## src/rtl/uart_tx_feeder.sv

```systemverilog
// uart_tx_feeder: FIFO-buffered byte feeder that launches queued bytes into an idle UART Tx.
module uart_tx_feeder #(
  parameter int DATA_WIDTH  = 8,
  parameter int DEPTH_LOG2  = 4,
  parameter int ACK_TIMEOUT = 15
) (
  input  logic                  clk,
  input  logic                  rst,
  input  logic                  wr_valid,
  input  logic [DATA_WIDTH-1:0] wr_data,
  input  logic                  clr_overflow,
  input  logic                  tx_busy,
  output logic                  tx_start,
  output logic [DATA_WIDTH-1:0] tx_data,
  output logic [DEPTH_LOG2:0]   level,
  output logic                  empty,
  output logic                  full,
  output logic                  overflow
);
  localparam int DEPTH = 1 << DEPTH_LOG2;
  localparam logic [DEPTH_LOG2:0] DEPTH_L = DEPTH[DEPTH_LOG2:0];
  localparam logic [7:0] ACK_T = ACK_TIMEOUT[7:0];
  typedef enum logic [1:0] {IDLE, WAIT_ACK, WAIT_DONE} state_t;
  state_t state, state_nx;
  logic [DATA_WIDTH-1:0] mem [DEPTH];
  logic [DEPTH_LOG2-1:0] wr_ptr, rd_ptr;
  logic [7:0] ack_cnt;
  logic push, pop, ack_wait, ack_expired;
  assign empty = level == '0;
  assign full  = level == DEPTH_L;
  // A pop never frees space for a same-cycle write: full is the registered view.
  assign push  = wr_valid && !full;
  always_comb begin
    pop         = state == IDLE && !empty && !tx_busy;
    ack_wait    = state == WAIT_ACK && !tx_busy;
    ack_expired = ack_wait && (ack_cnt + 8'd1) == ACK_T;
  end
  always_comb begin
    state_nx = state;
    state_nx = state == IDLE     ? (pop ? WAIT_ACK : IDLE) :
               state == WAIT_ACK ? (tx_busy ? WAIT_DONE : ack_expired ? IDLE : WAIT_ACK) :
                                   (tx_busy ? WAIT_DONE : IDLE);
  end
  always_ff @(posedge clk or posedge rst)
    if (rst) state <= IDLE;
    else     state <= state_nx;
  always_ff @(posedge clk)
    if (push) mem[wr_ptr] <= wr_data;
  always_ff @(posedge clk or posedge rst)
    if (rst) begin
      wr_ptr   <= '0;
      rd_ptr   <= '0;
      level    <= '0;
      overflow <= 1'b0;
      tx_start <= 1'b0;
      tx_data  <= '0;
      ack_cnt  <= '0;
    end else begin
      if (push) wr_ptr <= wr_ptr + 1'b1;
      if (pop) rd_ptr <= rd_ptr + 1'b1;
      if (push && !pop) level <= level + 1'b1;
      else if (!push && pop) level <= level - 1'b1;
      if (wr_valid && full) overflow <= 1'b1;
      else if (clr_overflow) overflow <= 1'b0;
      tx_start <= pop;
      if (pop) tx_data <= mem[rd_ptr];
      ack_cnt <= pop ? 8'd0 : ack_wait ? ack_cnt + 8'd1 : ack_cnt;
    end
endmodule

```

## config.mk

```make
export PLATFORM = sky130hd
export DESIGN_NAME = uart_tx_feeder
export DESIGN_NICKNAME = d
export VERILOG_FILES = /design/src/rtl/uart_tx_feeder.sv
export SDC_FILE = /design/constraint.sdc
export NUM_CORES = 1
export LEC_CHECK = 0
export CELL_PAD_IN_SITES_DETAIL_PLACEMENT = 1
export CELL_PAD_IN_SITES_GLOBAL_PLACEMENT = 1
export CORE_ASPECT_RATIO = 0.8
export CORE_MARGIN = 2
export CORE_UTILIZATION = 47
export CTS_CLUSTER_DIAMETER = 80
export DETAILED_ROUTE_END_ITERATION = 10
export GPL_TIMING_DRIVEN = 0
export PLACE_DENSITY_LB_ADDON = 0.05
export SLEW_MARGIN = 5
export SYNTH_ARGS = -nofsm -noshare
export SYNTH_HDL_FRONTEND = slang
export SYNTH_SLANG_ARGS = --single-unit
```

## constraint.sdc

```tcl
create_clock -name clk -period 2.9 [get_ports clk]
set_clock_uncertainty 0.1 [all_clocks]
set_input_delay 0.87 -clock clk [delete_from_list [all_inputs] [get_ports clk]]
set_output_delay 0.87 -clock clk [all_outputs]
set_load 0.01 [all_outputs]
```

**Yosys cells after proc, flatten, opt, wreduce, memory -nomap -nowiden**

Memory sizes are Yosys's and may differ from the RTL's. A register that Yosys moved wholly into a read port is not among the register bits.
Index checks and enable logic that the tools add are counted.

- Bits in registers: 25
- RAM bits: 128
- Output and inout bits: 17
- Memories kept: 1

Memories:

| name | words | width | read ports | clocked after memory_dff | wr ports | line | source |
|---|---|---|---|---|---|---|---|
| mem | 16 | 8 | 1 | 1 | 1 | 25 | `logic [DATA_WIDTH-1:0] mem [DEPTH];` |

- $add $sub $neg: 5
- Equal/unequal tests: 3
- Muxes and demuxes: 14
- Reduce and logical (&&, ||, !) cells: 18

Operator list:

| kind | count |
|---|---|
| 8-bit two-way mux | 2 |
| 5-bit two-way mux | 2 |
| 4-bit by 1-bit adder with 4-bit output, second input constant | 2 |
| 8-bit by 1-bit adder with 8-bit output, second input constant | 1 |
| 8-bit by 4-bit == test with 1-bit output, second input constant | 1 |
| 1-bit logical AND | 8 |
| 2-bit two-way mux | 4 |
| 1-bit two-way mux | 6 |
| 2-bit nonzero test | 3 |
| 5-bit by 1-bit adder with 5-bit output, second input constant | 1 |
| 5-bit == test, second input constant | 1 |
| 1-bit zero test | 5 |
| 5-bit zero test | 1 |
| 5-bit by 1-bit subtractor with 5-bit output, second input constant | 1 |
| 2-bit by 1-bit == test with 1-bit output, second input constant | 1 |
| 2-bit zero test | 1 |

**Depth between registers and ports, before layout**

- Word-level depth: 7
- Gate-level depth with buffers: 12
- Gate-level depth less buffers: 10

**Worst setup path before layout**

Ideal clock, no wire load.

- Kind: flip-flop to flip-flop
- Start: reg level[0]
- End: reg level[4]
- Data arrival time: 2.826 ns
- Required time: 2.720 ns
- Setup slack: -0.106 ns
- Cell stages (with the launch flop): 13
- Path through: dfrtp_1 or4_4 o21a_1 buf_6 clkinv_4 buf_4 ha_1 inv_1 fa_1 a21o_1 a21oi_1 mux2i_1 xnor2_1

- Cells in the longest elaborated chain, start to end: 7
- Elaborated cells on any way between the ends: 16
- Classes of those cells: add/sub: 2; eq/ne: 1; mux: 2; reduce/logical: 11

Ends and longest elaborated chain:

| item | line | source |
|---|---|---|
| from (decl) | 15 | `output logic [DEPTH_LOG2:0] level,` |
| from (signal assigned) | 61 | `if (push && !pop) level <= level + 1'b1;` |
| from (signal assigned) | 62 | `else if (!push && pop) level <= level - 1'b1;` |
| 5-bit zero test (*) | 29 | `assign empty = level == '0;` |
| 1-bit zero test (*) | 34 | `pop = state == IDLE && !empty && !tx_busy;` |
| 1-bit logical AND (*) (2 in series) | 34 |  |
| via pop | 28 | `logic push, pop, ack_wait, ack_expired;` |
| 1-bit zero test | 61 |  |
| 1-bit logical AND | 61 |  |
| 5-bit two-way mux or 2-bit nonzero test (tied branches) | -- |  |

The timed path passes the listed nets; every way through them passes the cells marked *. The select of a mux whose other input is x is not followed.
A chain may end at the register's enable or synchronous reset.

**Worst setup path after layout**

- Start: reg level[1]
- End: reg level[4]

The elaborated chain is that of the path after synthesis.

==> reports/metrics.yaml <==
hp-class: "register to register"
report.final.slew_viol_count: 0
finalSetupViolCount: 1
clock_latency_ns: 0.42
p_total_w: 0.00790
worstSetupStartpointType: "register"
die_y_um: 110
power_density_nw_per_um2: 994
avgSynthCellArea_um2: 17.9
clk_pin_slew_ns: 0.06
dp_cells: 580
crit_required_ns: 3.09
total_leakage_power_nw: 2.84
core_area_um2: 13700
async_flop_share_pct: 20.5
gr-usage-all-layers_pct: 21.6
drv_cap: 0
critPathKind: "register to register"
synth_edf_count: 128
h-tree-depth: 4
fmax_ghz: 0.340
fillCellCount: 1229
overflow: 0
synth-seq-cells: 161
vias: 3529
hold_viol: 0
holdPathStages: 2
grt_pass1_vias: 3675
num_antenna_cells: 0
ys_warn_count: 0
rows: 38
routed_wirelength_um: 14600
antenna_found_initial: 0
syn_area_um2: 6640
violations: "negative setup slack"
hpwl_um: 9590
die_w_um: 137
instances_no_fill: 625
synthesis.instances: 371
initial_core_util_pct: 48.5
yosysUniqueCellTypes: 44
num_io_pins: 30
relSlewSlack_pct: 34.1
first_iter_violations: 210
hold_slack_ns: 0.379
dr.pass1.iters: 4
ys.flop_type: "edfxtp_1"
cts_made_buffers: 17
cp-end-kind: "register"
layout-drive-gt1-share_pct: 25.6
r2r_cells: 11
post-route-period-util_pct: 101
root_buffer: "clkbuf_16"
min_period_ns: 2.94
die_area_um2: 15100
clockBufferDepth: 2
outcome: "finished, violations left"
vias_per_cell: 5.65
setup_slack_ns: -0.0420
peakVddDrop_v: 0.000549
rsz0062_at_grt: "yes"
wl_per_cell_um: 23.4
gp_congestion: 0.734
synth_nets: 396
port_buffers: 29
layout.nets: 457
area_delta_synth_final_pct: 19.7
cts_tree: "yes"
seq_area_frac_synth_pct: 70.3
cts_num_sinks: 161
path_max_fanout: 7
drcViolationCount: 0
postRouteAntennaNets: 0
grt_max_degree: 34
worst_pin_slew_ns: 0.983
grt_first_pass_wirelength_um: 22600
arrival_ns: 3.14
repair_timing:
item / CTS / global route
resized for setup: 17 / 10
setup buffers: 3 / 11
pin swaps: 0 / 6
endpoints found under the setup margin: 133 / 51
hold buffers: 0 / 0
Yosys cell counts, types with 2 or more instances:
cell type	number	area (µm²)
mux2i_1	11	110
buf_6	3	33.8
edfxtp_1	128	3840
inv_1	6	22.5
a22o_1	7	61.3
and3_1	2	12.5
a21o_1	2	15.0
buf_4	3	22.5
o21ai_0	14	70.1
a21oi_1	8	40.0
nand4_1	6	37.5
mux2_2	3	33.8
dfrtp_1	33	826
nor2b_1	6	37.5
clkbuf_1	5	18.8
xnor2_1	9	78.8
xor2_1	4	35.0
nor2_1	21	78.8
buf_1	2	7.51
nor3_1	5	25.0
a211o_1	6	52.6
buf_2	5	25.0
ha_1	11	138
a31oi_1	3	18.8
mux4_1	7	184
mux4_2	25	563
nand2_1	17	63.8
o21a_1	2	15.0
nand2b_1	2	12.5
layout by cell type (no fill, tap or decap), types with 5 or more instances in the layout:
cell type        count
edfxtp_1           128
dfrtp_1             30
clkdlybuf4s50_1     26
mux4_2              25
nand2_1             17
clkbuf_16           17
buf_4               16
o21ai_0             14
nor2_1              12
mux2i_1             11
xnor2_1              9
nor2_2               9
ha_1                 9
a21oi_1              7
a22o_1               7
mux4_1               7
nor2b_1              6
a211o_1              6
nand4_1              6
clkinv_2             6
clkbuf_1             5
buf_2                5
sequential cells by signal, summed over array words and instances (netlist names):
name,count
state,2
tx_start,1
tx_data,8
level,5
rd_ptr,4
ack_cnt,8
wr_ptr,4
mem,128
overflow,1
metal layers:
| metal | vias up | global-route usage (%) | part of all wire [%] |
|---|---|---|---|
| met2 | 53 | 33.1 | 49 |
| li1 | 1584 | - | - |
| met3 | 13 | 4.25 | 2.9 |
| met5 | - | 0 | 0 |
| met1 | 1879 | 31.6 | 47 |
| met4 | 0 | 7.07 | 1.1 |
final timing paths:
| kind | from | to | slack (ns) |
|---|---|---|---|
| setup / recovery | level[1] | level[4] | -0.04 |
| hold / removal | tx_data[4] | tx_data[4] | 0.38 |
| setup reg to reg | level[1] | level[4] | -0.04 |
| hold reg to reg | tx_data[4] | tx_data[4] | 0.38 |
| max in group asynchronous | rst | level[0] | 1.35 |
| min in group asynchronous | rst | state[0] | 0.81 |
report_power, final:
| group | internal, W | switching [W] | leakage [nW] |
|---|---|---|---|
| combinational | 0.00132 | 0.00137 | 0.991 |
| clock | 0.00126 | 0.000866 | 0.278 |
| sequential | 0.00287 | 0.000212 | 1.57 |
layout make-up:
class | count | area, µm² | area share (%)
Clock inverter | 11 | 86.3 | 1.09
Buffer | 19 | 135 | 1.70
Multi-Input combinational cell | 183 | 1910 | 24.0
Sequential cell | 161 | 4670 | 58.8
Inverter | 7 | 43.8 | 0.551
Timing Repair Buffer | 43 | 395 | 4.97
Tap cell | 180 | 225 | 2.83
Clock buffer | 21 | 480 | 6.05
critical path, stage by stage (launching register included):
cell and delay, ns:
dfrtp_2 0.43, or4_4 0.57, o21a_1 0.20, buf_6 0.14, clkinv_8 0.06, ha_4 0.15, inv_6 0.04, fa_2 0.36
a21o_1 0.20, a21oi_2 0.15, mux2i_1 0.29, xnor2_1 0.11
kinds of logic (layout without fill, tap and decap cells):
family / after synthesis / in the layout / share of synthesized area [%]
XOR/XNOR: 13 / 13 / 1.72
adder cells (fa/ha/maj): 12 / 12 / 2.37
AND/OR/NAND/NOR: 65 / 65 / 4.82
AO/OA/AOI/OAI: 47 / 47 / 4.71
flip-flops: 161 / 161 / 70.3
multiplexers: 46 / 46 / 13.4
buffers and inverters: 27 / 101 / 2.62
per-stage QoR:
step / setup TNS (ns) / instance area (µm²) / utilization, % / worst slack (ns)
global route: -0.154 / 7950 / 58.0 / -0.154
global placement: -109.15 / 7160 / 52.3 / -1.27
CTS: -0.303 / 7810 / 57.0 / -0.168
floorplan: 0 / 6650 / - / 0.00733
finish: -0.0420 / 7950 / 58.0 / -0.0420
detailed placement: -101.97 / 7180 / 52.4 / -0.968
Note: power is estimated with default switching activity, not from simulation.
